[config.mk]
export PLATFORM = sky130hd
export DESIGN_NAME = seg7_scan_ctrl
export DESIGN_NICKNAME = d
export VERILOG_FILES = /design/src/rtl/seg7_pkg.sv /design/src/rtl/seg7_prescaler.sv /design/src/rtl/seg7_scan_ctrl.sv
export SDC_FILE = /design/constraint.sdc
export NUM_CORES = 1
export LEC_CHECK = 0
export CAP_MARGIN = 0
export CORE_MARGIN = 1
export CORE_UTILIZATION = 40
export CTS_CLUSTER_DIAMETER = 80
export CTS_CLUSTER_SIZE = 8
export DETAILED_ROUTE_END_ITERATION = 10
export PLACE_DENSITY_LB_ADDON = 0.3
export SLEW_MARGIN = 10
export SYNTH_ARGS = -nofsm -noshare
export SYNTH_HDL_FRONTEND = slang
export SYNTH_SLANG_ARGS = --single-unit
[constraint.sdc]
create_clock -name clk -period 6.7 [get_ports clk]
set_clock_uncertainty 0.1 [all_clocks]
set_input_delay 1.005 -clock clk [delete_from_list [all_inputs] [get_ports clk]]
set_output_delay 1.005 -clock clk [all_outputs]
set_load 0.005 [all_outputs]
[src/rtl/seg7_pkg.sv]
// Shared definitions for the seven-segment display path: decoder code width
// and the special non-hex codes understood by the downstream decoder.
package seg7_pkg;

    localparam int SEG_CODE_W = 5;

    typedef logic [SEG_CODE_W-1:0] seg_code_t;

    localparam seg_code_t CODE_DASH  = 5'h10;
    localparam seg_code_t CODE_BLANK = 5'h1F;

endpackage

[src/rtl/seg7_prescaler.sv]
// Free-running modulo-DIV counter with a terminal-count strobe; shared by the
// display scanner and other board timers.
module seg7_prescaler #(
    parameter int DIV   = 100000,
    parameter int CNT_W = (DIV > 1) ? $clog2(DIV) : 1
) (
    input  logic             clk,
    input  logic             rst_n,
    input  logic             en,
    output logic [CNT_W-1:0] cnt,
    output logic             tc
);

    localparam logic [CNT_W-1:0] LAST = CNT_W'(DIV - 1);

    assign tc = en && (cnt == LAST);

    always_ff @(posedge clk or negedge rst_n) begin
        if (!rst_n) begin
            cnt <= '0;
        end else if (en) begin
            cnt <= tc ? '0 : cnt + 1'b1;
        end
    end

endmodule

[src/rtl/seg7_scan_ctrl.sv]
// Time-multiplexed scanner for the multi-digit seven-segment display: holds a
// frame-synchronous display value and drives decoder codes plus anode enables.
module seg7_scan_ctrl
    import seg7_pkg::*;
#(
    parameter int NUM_DIGITS   = 8,
    parameter int REFRESH_DIV  = 100000,
    parameter int GUARD_CYCLES = 16
) (
    input  logic                  clk,
    input  logic                  rst_n,
    input  logic [31:0]           value,
    input  logic                  load,
    input  logic                  lz_en,
    input  logic                  dash_mode,
    input  logic [NUM_DIGITS-1:0] en_mask,
    output logic [4:0]            digit_code,
    output logic [NUM_DIGITS-1:0] an,
    output logic                  frame_start
);

    localparam int IDX_W = (NUM_DIGITS > 1) ? $clog2(NUM_DIGITS) : 1;
    localparam int CNT_W = (REFRESH_DIV > 1) ? $clog2(REFRESH_DIV) : 1;

    localparam logic [IDX_W-1:0] IDX_LAST  = IDX_W'(NUM_DIGITS - 1);
    localparam logic [CNT_W-1:0] GUARD_END = CNT_W'(GUARD_CYCLES);

    logic [CNT_W-1:0]      presc;
    logic                  tc;
    logic                  fb;
    logic [IDX_W-1:0]      idx;
    logic [31:0]           active_val;
    logic [31:0]           pending_val;
    logic                  pending;

    seg_code_t             code_p0;
    logic [NUM_DIGITS-1:0] an_p0;
    seg_code_t             code_p1;
    logic [NUM_DIGITS-1:0] an_p1;
    logic                  fs_p1;

    // Leading-zero blanking applies only above digit 0, so a zero value still
    // shows a single "0".
    function automatic seg_code_t select_code(
        input logic [31:0]           val,
        input int                    sel,
        input logic [NUM_DIGITS-1:0] mask,
        input logic                  lz,
        input logic                  dash
    );
        logic upper_zero;
        upper_zero = 1'b1;
        for (int d = 0; d < NUM_DIGITS; d++) begin
            if (d >= sel && val[d*4 +: 4] != 4'h0) begin
                upper_zero = 1'b0;
            end
        end
        if (!mask[sel]) begin
            return CODE_BLANK;
        end else if (dash) begin
            return CODE_DASH;
        end else if (lz && sel > 0 && upper_zero) begin
            return CODE_BLANK;
        end else begin
            return {1'b0, val[sel*4 +: 4]};
        end
    endfunction

    function automatic logic [NUM_DIGITS-1:0] anode_pattern(
        input int                    sel,
        input logic                  lit,
        input logic [NUM_DIGITS-1:0] mask
    );
        logic [NUM_DIGITS-1:0] pat;
        pat = '1;
        if (lit && mask[sel]) begin
            pat[sel] = 1'b0;
        end
        return pat;
    endfunction

    seg7_prescaler #(
        .DIV   (REFRESH_DIV),
        .CNT_W (CNT_W)
    ) u_presc (
        .clk   (clk),
        .rst_n (rst_n),
        .en    (1'b1),
        .cnt   (presc),
        .tc    (tc)
    );

    assign fb = tc && (idx == IDX_LAST);

    always_ff @(posedge clk or negedge rst_n) begin
        if (!rst_n) begin
            idx <= '0;
        end else if (tc) begin
            idx <= (idx == IDX_LAST) ? '0 : idx + 1'b1;
        end
    end

    // A load landing on the frame boundary bypasses the pending register so
    // it is shown from the very next frame.
    always_ff @(posedge clk or negedge rst_n) begin
        if (!rst_n) begin
            active_val  <= '0;
            pending_val <= '0;
            pending     <= 1'b0;
        end else begin
            if (load) begin
                pending_val <= value;
            end
            if (fb && load) begin
                active_val <= value;
                pending    <= 1'b0;
            end else if (fb && pending) begin
                active_val <= pending_val;
                pending    <= 1'b0;
            end else if (load) begin
                pending <= 1'b1;
            end
        end
    end

    // p0: decode the current scan position
    always_comb begin
        code_p0 = select_code(active_val, int'(idx), en_mask, lz_en, dash_mode);
        an_p0   = anode_pattern(int'(idx), presc >= GUARD_END, en_mask);
    end

    // p1: registered outputs
    always_ff @(posedge clk or negedge rst_n) begin
        if (!rst_n) begin
            code_p1 <= CODE_BLANK;
            an_p1   <= '1;
            fs_p1   <= 1'b0;
        end else begin
            code_p1 <= code_p0;
            an_p1   <= an_p0;
            fs_p1   <= fb;
        end
    end

    assign digit_code  = code_p1;
    assign an          = an_p1;
    assign frame_start = fs_p1;

endmodule

* Word-level counts from Yosys, hierarchy flattened
Cells that the tools add are included.
Operators by class: eq/ne operators 2, reduce and logical (&&, ||, !) cells 24, $lt $le $gt $ge 11, divide/modulo/power cells 0, bitwise gates (word level) 1, shifts and indexed selects 1, add/subtract/negate cells 2, $mul 0, muxes and demuxes 23
Operators by type and width (count):
- $mux 32 | 2
- $reduce_bool 4->1 | 8
- $shiftx 32x6->4 | 1
- $add 17x1->17 const B | 1
- $eq 17x17->1 const B | 1
- $ge 17x5->1 const B | 1
- $mux 17 | 1
- $mux 5 | 3
- $logic_and 1x1->1 | 14
- $mux 1 | 13
- $ge 3x3->1 const A | 3
- $mux 8 | 1
- $not 8->8 | 1
- $ge 1x3->1 const A | 2
- $ge 2x3->1 const A | 2
- $lt 3x4->1 const B | 1
- $add 3x1->3 const B | 1
- $bmux 1 s3 | 1
- $demux 1 s3 | 1
- $eq 3x3->1 const B | 1
- $ge 3x1->1 const B | 1
- $gt 3x1->1 const B | 1
- $mux 3 | 1
- $reduce_bool 3->1 | 1
- $reduce_bool 2->1 | 1
Word-level totals: bits in latches 0, input port bits 45, memories 0, ROM bits 0, bits in registers 99, memory bits (writable) 0

* Longest topological paths before layout
word-level depth 14, gate-level depth with buffers 8, mapped depth without buffers 6

* Modules after synthesis
A second synthesis with hierarchy kept.
Second synthesis, totals: cell total of the unflattened synthesis 386, area, all modules 4586.9 µm²
Modules (own cells, without submodules):
- seg7_scan_ctrl | area an instance 3731.1 µm², times used 1, cells an instance 303
- seg7_prescaler | area an instance 855.8 µm², times used 1, cells an instance 83

* Worst setup path before layout
No wires, ideal clock.
path kind input-to-reg, from input port lz_en, to register code_p1[0] (netlist: digit_code[0]), arrival time 2419 ps, setup time 85 ps, data required time 6515 ps, path buffers 0, setup slack 4096 ps, cell stages on the path 4, cells stage by stage or4b_2 a2111oi_0 nand4_1 o221ai_1
On the way: cells in the longest elaborated chain, start to end 5
Ends and longest elaborated chain:
- from (decl) | line seg7_scan_ctrl.sv:14 | input logic lz_en,
- $logic_and 1x1->1 (2 in series) | line seg7_scan_ctrl.sv:62 | end else if (lz && sel > 0 && upper_zero) begin
- $mux 5 | line seg7_scan_ctrl.sv:62
- $mux 5 | line seg7_scan_ctrl.sv:60 | end else if (dash) begin
- $mux 5 | line seg7_scan_ctrl.sv:58 | if (!mask[sel]) begin
- net code_p0[0] | line seg7_scan_ctrl.sv:36 | seg_code_t code_p0;
- to (signal assigned) | line seg7_scan_ctrl.sv:139 | code_p1 <= code_p0;
- to (decl) | line seg7_scan_ctrl.sv:38 | seg_code_t code_p1;
The timed path passes the listed nets, and every way through them passes these cells. A chain may end at the register's enable or synchronous reset.

* Worst setup path in the final report
from register idx[1], to register code_p1[3] (netlist: digit_code[3])
On the way: cells in the longest elaborated chain, start to end 14
Ends and longest elaborated chain:
- from (decl) | line seg7_scan_ctrl.sv:31 | logic [IDX_W-1:0] idx;
- from (signal assigned) | line seg7_scan_ctrl.sv:99 | idx <= (idx == IDX_LAST) ? '0 : idx + 1'b1;
- $ge 1x3->1 | line seg7_scan_ctrl.sv:54 | if (d >= sel && val[d*4 +: 4] != 4'h0) begin
- $logic_and 1x1->1 | line seg7_scan_ctrl.sv:54
- $mux 1 (8 in series) | line seg7_scan_ctrl.sv:54
- $logic_and 1x1->1 | line seg7_scan_ctrl.sv:62
- $mux 5 | line seg7_scan_ctrl.sv:62
- $mux 5 | line seg7_scan_ctrl.sv:60
- $mux 5 * | line seg7_scan_ctrl.sv:58
- net code_p0[3] | line seg7_scan_ctrl.sv:36
The timed path passes the listed nets; every way through them passes the cells marked *. The select of a mux whose other input is x is not followed.

==> reports/results.ini <==
[status]
run_status = completed

[grt]
grt_start_max_net_pins = 77
antenna_found_initial = 0
grt_pass1_vias = 2779
grt_pass1_wl_um = 14600
globalRouteOverflowTotal = 0
track_usage_pct = 16.5

[critical_path]
endpoint_kind = flop
critical-path-max-stage-delay_ns = 0.87
setup.worst_path.class = reg -> reg
worst_path_max_delay_cell = sky130_fd_sc_hd__dfrtp_1
timing.critical_path.cells = inv_1 > ha_1 > nor2b_1 > a2111oi_0 > nand4_1 > o221ai_1
critPathArrivalTime_ns = 3.28
worst-r2r-setup-slack_ns = 3.56
crit_path_start_kind = flop
crit_path_max_fanout = 23
worst_ep_required_time_ns = 6.85

[yosys]
postSynth.topFlopCell = sky130_fd_sc_hd__dfrtp_1
post_synth_main_area_contributors = sky130_fd_sc_hd__dfrtp_1, sky130_fd_sc_hd__mux2_4, sky130_fd_sc_hd__mux2_2
syn-cell-area_mm2 = 0.00451
mappedNetlistNets = 380
yosysMostFrequentCell = sky130_fd_sc_hd__dfrtp_1
netlist_instances = 329
ys_types = 47
yosys-top-cells-count = sky130_fd_sc_hd__dfrtp_1, sky130_fd_sc_hd__mux2_2, sky130_fd_sc_hd__mux2_4
syn_area_per_cell_um2 = 13.7
edff_count_synth = 0
post-synth-top-area-fraction_pct = 47.7
ys_warn_count = 0
synth.ff_latch_count = 99
synth.yosys.seq_area_share_pct = 55.3
largest_area_contributor_in_the_synthesized_netlist = sky130_fd_sc_hd__dfrtp_1
async_flop_share_pct = 100

[die]
placement_rows = 38
start_util_pct = 41.3
chipHeight_um = 108
boundaryPins = 59
design.die.area_mm2 = 0.0117
core_area_mm2 = 0.0109
fp.dieW_um = 108

[pwr]
power.leakage_nw = 2.47
power.share.sequential_pct = 53.2
intPower_mw = 0.935
switching_share_pct = 20.5
cellPowerDensity_mw_per_mm2 = 215
power.net_switching_mw = 0.241
clock_power_share_pct = 40.1
vdd_ir_drop_max_v = 0.000125
share_of_total_power_in_combinational_logic_pct = 6.7

[placed_design]
post-dp-hpwl_um = 6170
post-place-cells = 512
place_congestion = 0.871
postPlaceCellArea_mm2 = 0.00519
io_buffers = 58

[routing]
drt-initial-drc-count = 138
dr_total_vias = 2768
avgRoutedWirePerCell_um = 16.4
antenna_left = 0
route.final.wire_length_um = 8630
detail_route.drc_violations = 0
dr.pass1.iters = 4
via_per_inst = 5.25

[layout]
num-nets-final = 434
post_layout_util_pct = 50.0
finish.instance_area_mm2 = 0.00547
diodes = 0
area_growth_pct = 21.1
final_layout_size_suffix_gt1_share_pct = 27.1
final_cell_count_no_fill = 527

[clock_tree]
clock_slew_at_reported_path_ffs_ns = 0.06
cts_buffers = 9
clkSinkCount = 99
post_cts_repair_resize_count = 0
clkLatencyLatePin_ns = 0.34
cts_hold_buf = 0
htree_num_levels = 3
post_cts.repair.setup_buffers = 0
clockRootBuffer = sky130_fd_sc_hd__clkbuf_16
cts.path.max_buffers = 2
tritoncts_clock_tree = built

[timing]
setup_repair_after_global_routing_missed_its_margin = false
slew-limit-headroom_pct = 40.0
setup_viol_count_final = 0
finalCritPeriodShare_pct = 46.8
finalSetupTns_ns = 0
final_worst_path_period_need_ns = 3.14
worst_hold_slack_ns = 0.383
slew_limit_fails = 0
timing_hold_violations_final = 0
fmaxAchievable_mhz = 319
worst_slew_pin_slew_ns = 0.899

[hold_path]
min_path_type = reg -> reg

[run]
max-cap-violations = 0

-- worst max-delay path, delay by kind of cell, from the launching register on --
| kind | cells | cell delay [ns] |
|---|---|---|
| AO/OA/AOI/OAI | 2 | 0.88 |
| adder cells (fa/ha/maj) | 1 | 0.35 |
| buffers and inverters | 1 | 0.42 |
| flip-flops | 1 | 0.87 |
| AND/OR/NAND/NOR | 2 | 0.41 |
-- power groups by stage --
stage	combinational, mW	sequential (mW)	clock [mW]
5_1_grt	0.0877	0.627	0.507
4_1_cts	0.0817	0.626	0.484
3_3_place_gp	0.0802	0.636	0
3_5_place_dp	0.0811	0.637	0
6_report	0.0791	0.625	0.471
2_1_floorplan	0.0318	0.635	0
-- cell type report --
| cell class | instances | area [um2] |
|---|---|---|
| clock inverters | 2 | 11.3 |
| fillers | 984 | 5470 |
| flip-flops and latches | 99 | 2490 |
| well taps | 140 | 175 |
| clock buffers | 13 | 260 |
| inverters | 9 | 33.8 |
| multi-input cells | 204 | 1900 |
| repair buffers | 60 | 593 |
-- final timing paths --
check,from,to,depth (start not counted)
max,idx[1],digit_code[3],6
min,pending,pending,2
max reg2reg,idx[1],digit_code[3],6
min reg2reg,pending,pending,2
max in group asynchronous,rst_n,u_presc.cnt[6],2
min in group asynchronous,rst_n,pending_val[14],1
-- flip-flops by register name, summed over array words and instances (netlist names) --
signal	flops
pending_val	32
idx	3
active_val	32
u_presc.cnt	17
digit_code	5
pending	1
an	8
frame_start	1
-- cell usage in the layout (no fill, tap or decap), drive strengths merged, types with 2 or more instances in the layout --
cell type	count
dfrtp	86
mux2	68
clkdlybuf4s50	57
nor2	15
nand3	13
nand4	13
dfstp	13
clkbuf	13
inv	9
xor2	8
nand2	7
nor4	7
xnor2	6
ha	6
o21ai	5
nor3	4
nor2b	4
a221oi	4
mux2i	4
o221ai	4
mux4	4
or4	4
and4	3
buf	3
and2	3
o31ai	2
a21oi	2
a31oi	2
and3b	2
-- stage by stage --
| stage | worst slack, ns | total power [mW] |
|---|---|---|
| 4_1_cts | 3.52 | 1.19 |
| 5_1_grt | 3.31 | 1.22 |
| 3_3_place_gp | 3.20 | 0.716 |
| 3_5_place_dp | 3.17 | 0.718 |
| 2_1_floorplan | 4.10 | 0.667 |
| 6_report | 3.56 | 1.18 |
-- cell families (layout without fill, tap and decap cells) --
family / count (synthesis) / in the layout / synth area share [%]
xor gates and xnor gates: 14 / 14 / 2.72
muxes: 76 / 76 / 22.3
AOI/OAI and AO/OA: 29 / 29 / 4.80
and+or+nand+nor: 79 / 79 / 10.5
DFF: 99 / 99 / 55.3
adders and majority gates: 6 / 6 / 1.66
buffers and inverters: 26 / 84 / 2.69
-- metal layers --
layer  part of all wire (%)  track usage [%]  up-vias
met2                     45             23.7       70
met3                    4.7             3.32        8
met4                    1.2             6.36        0
met1                     49             24.4     1371
li1                       -                -     1319
met5                      0                0        -
Note: power is estimated with default switching activity, not from simulation.
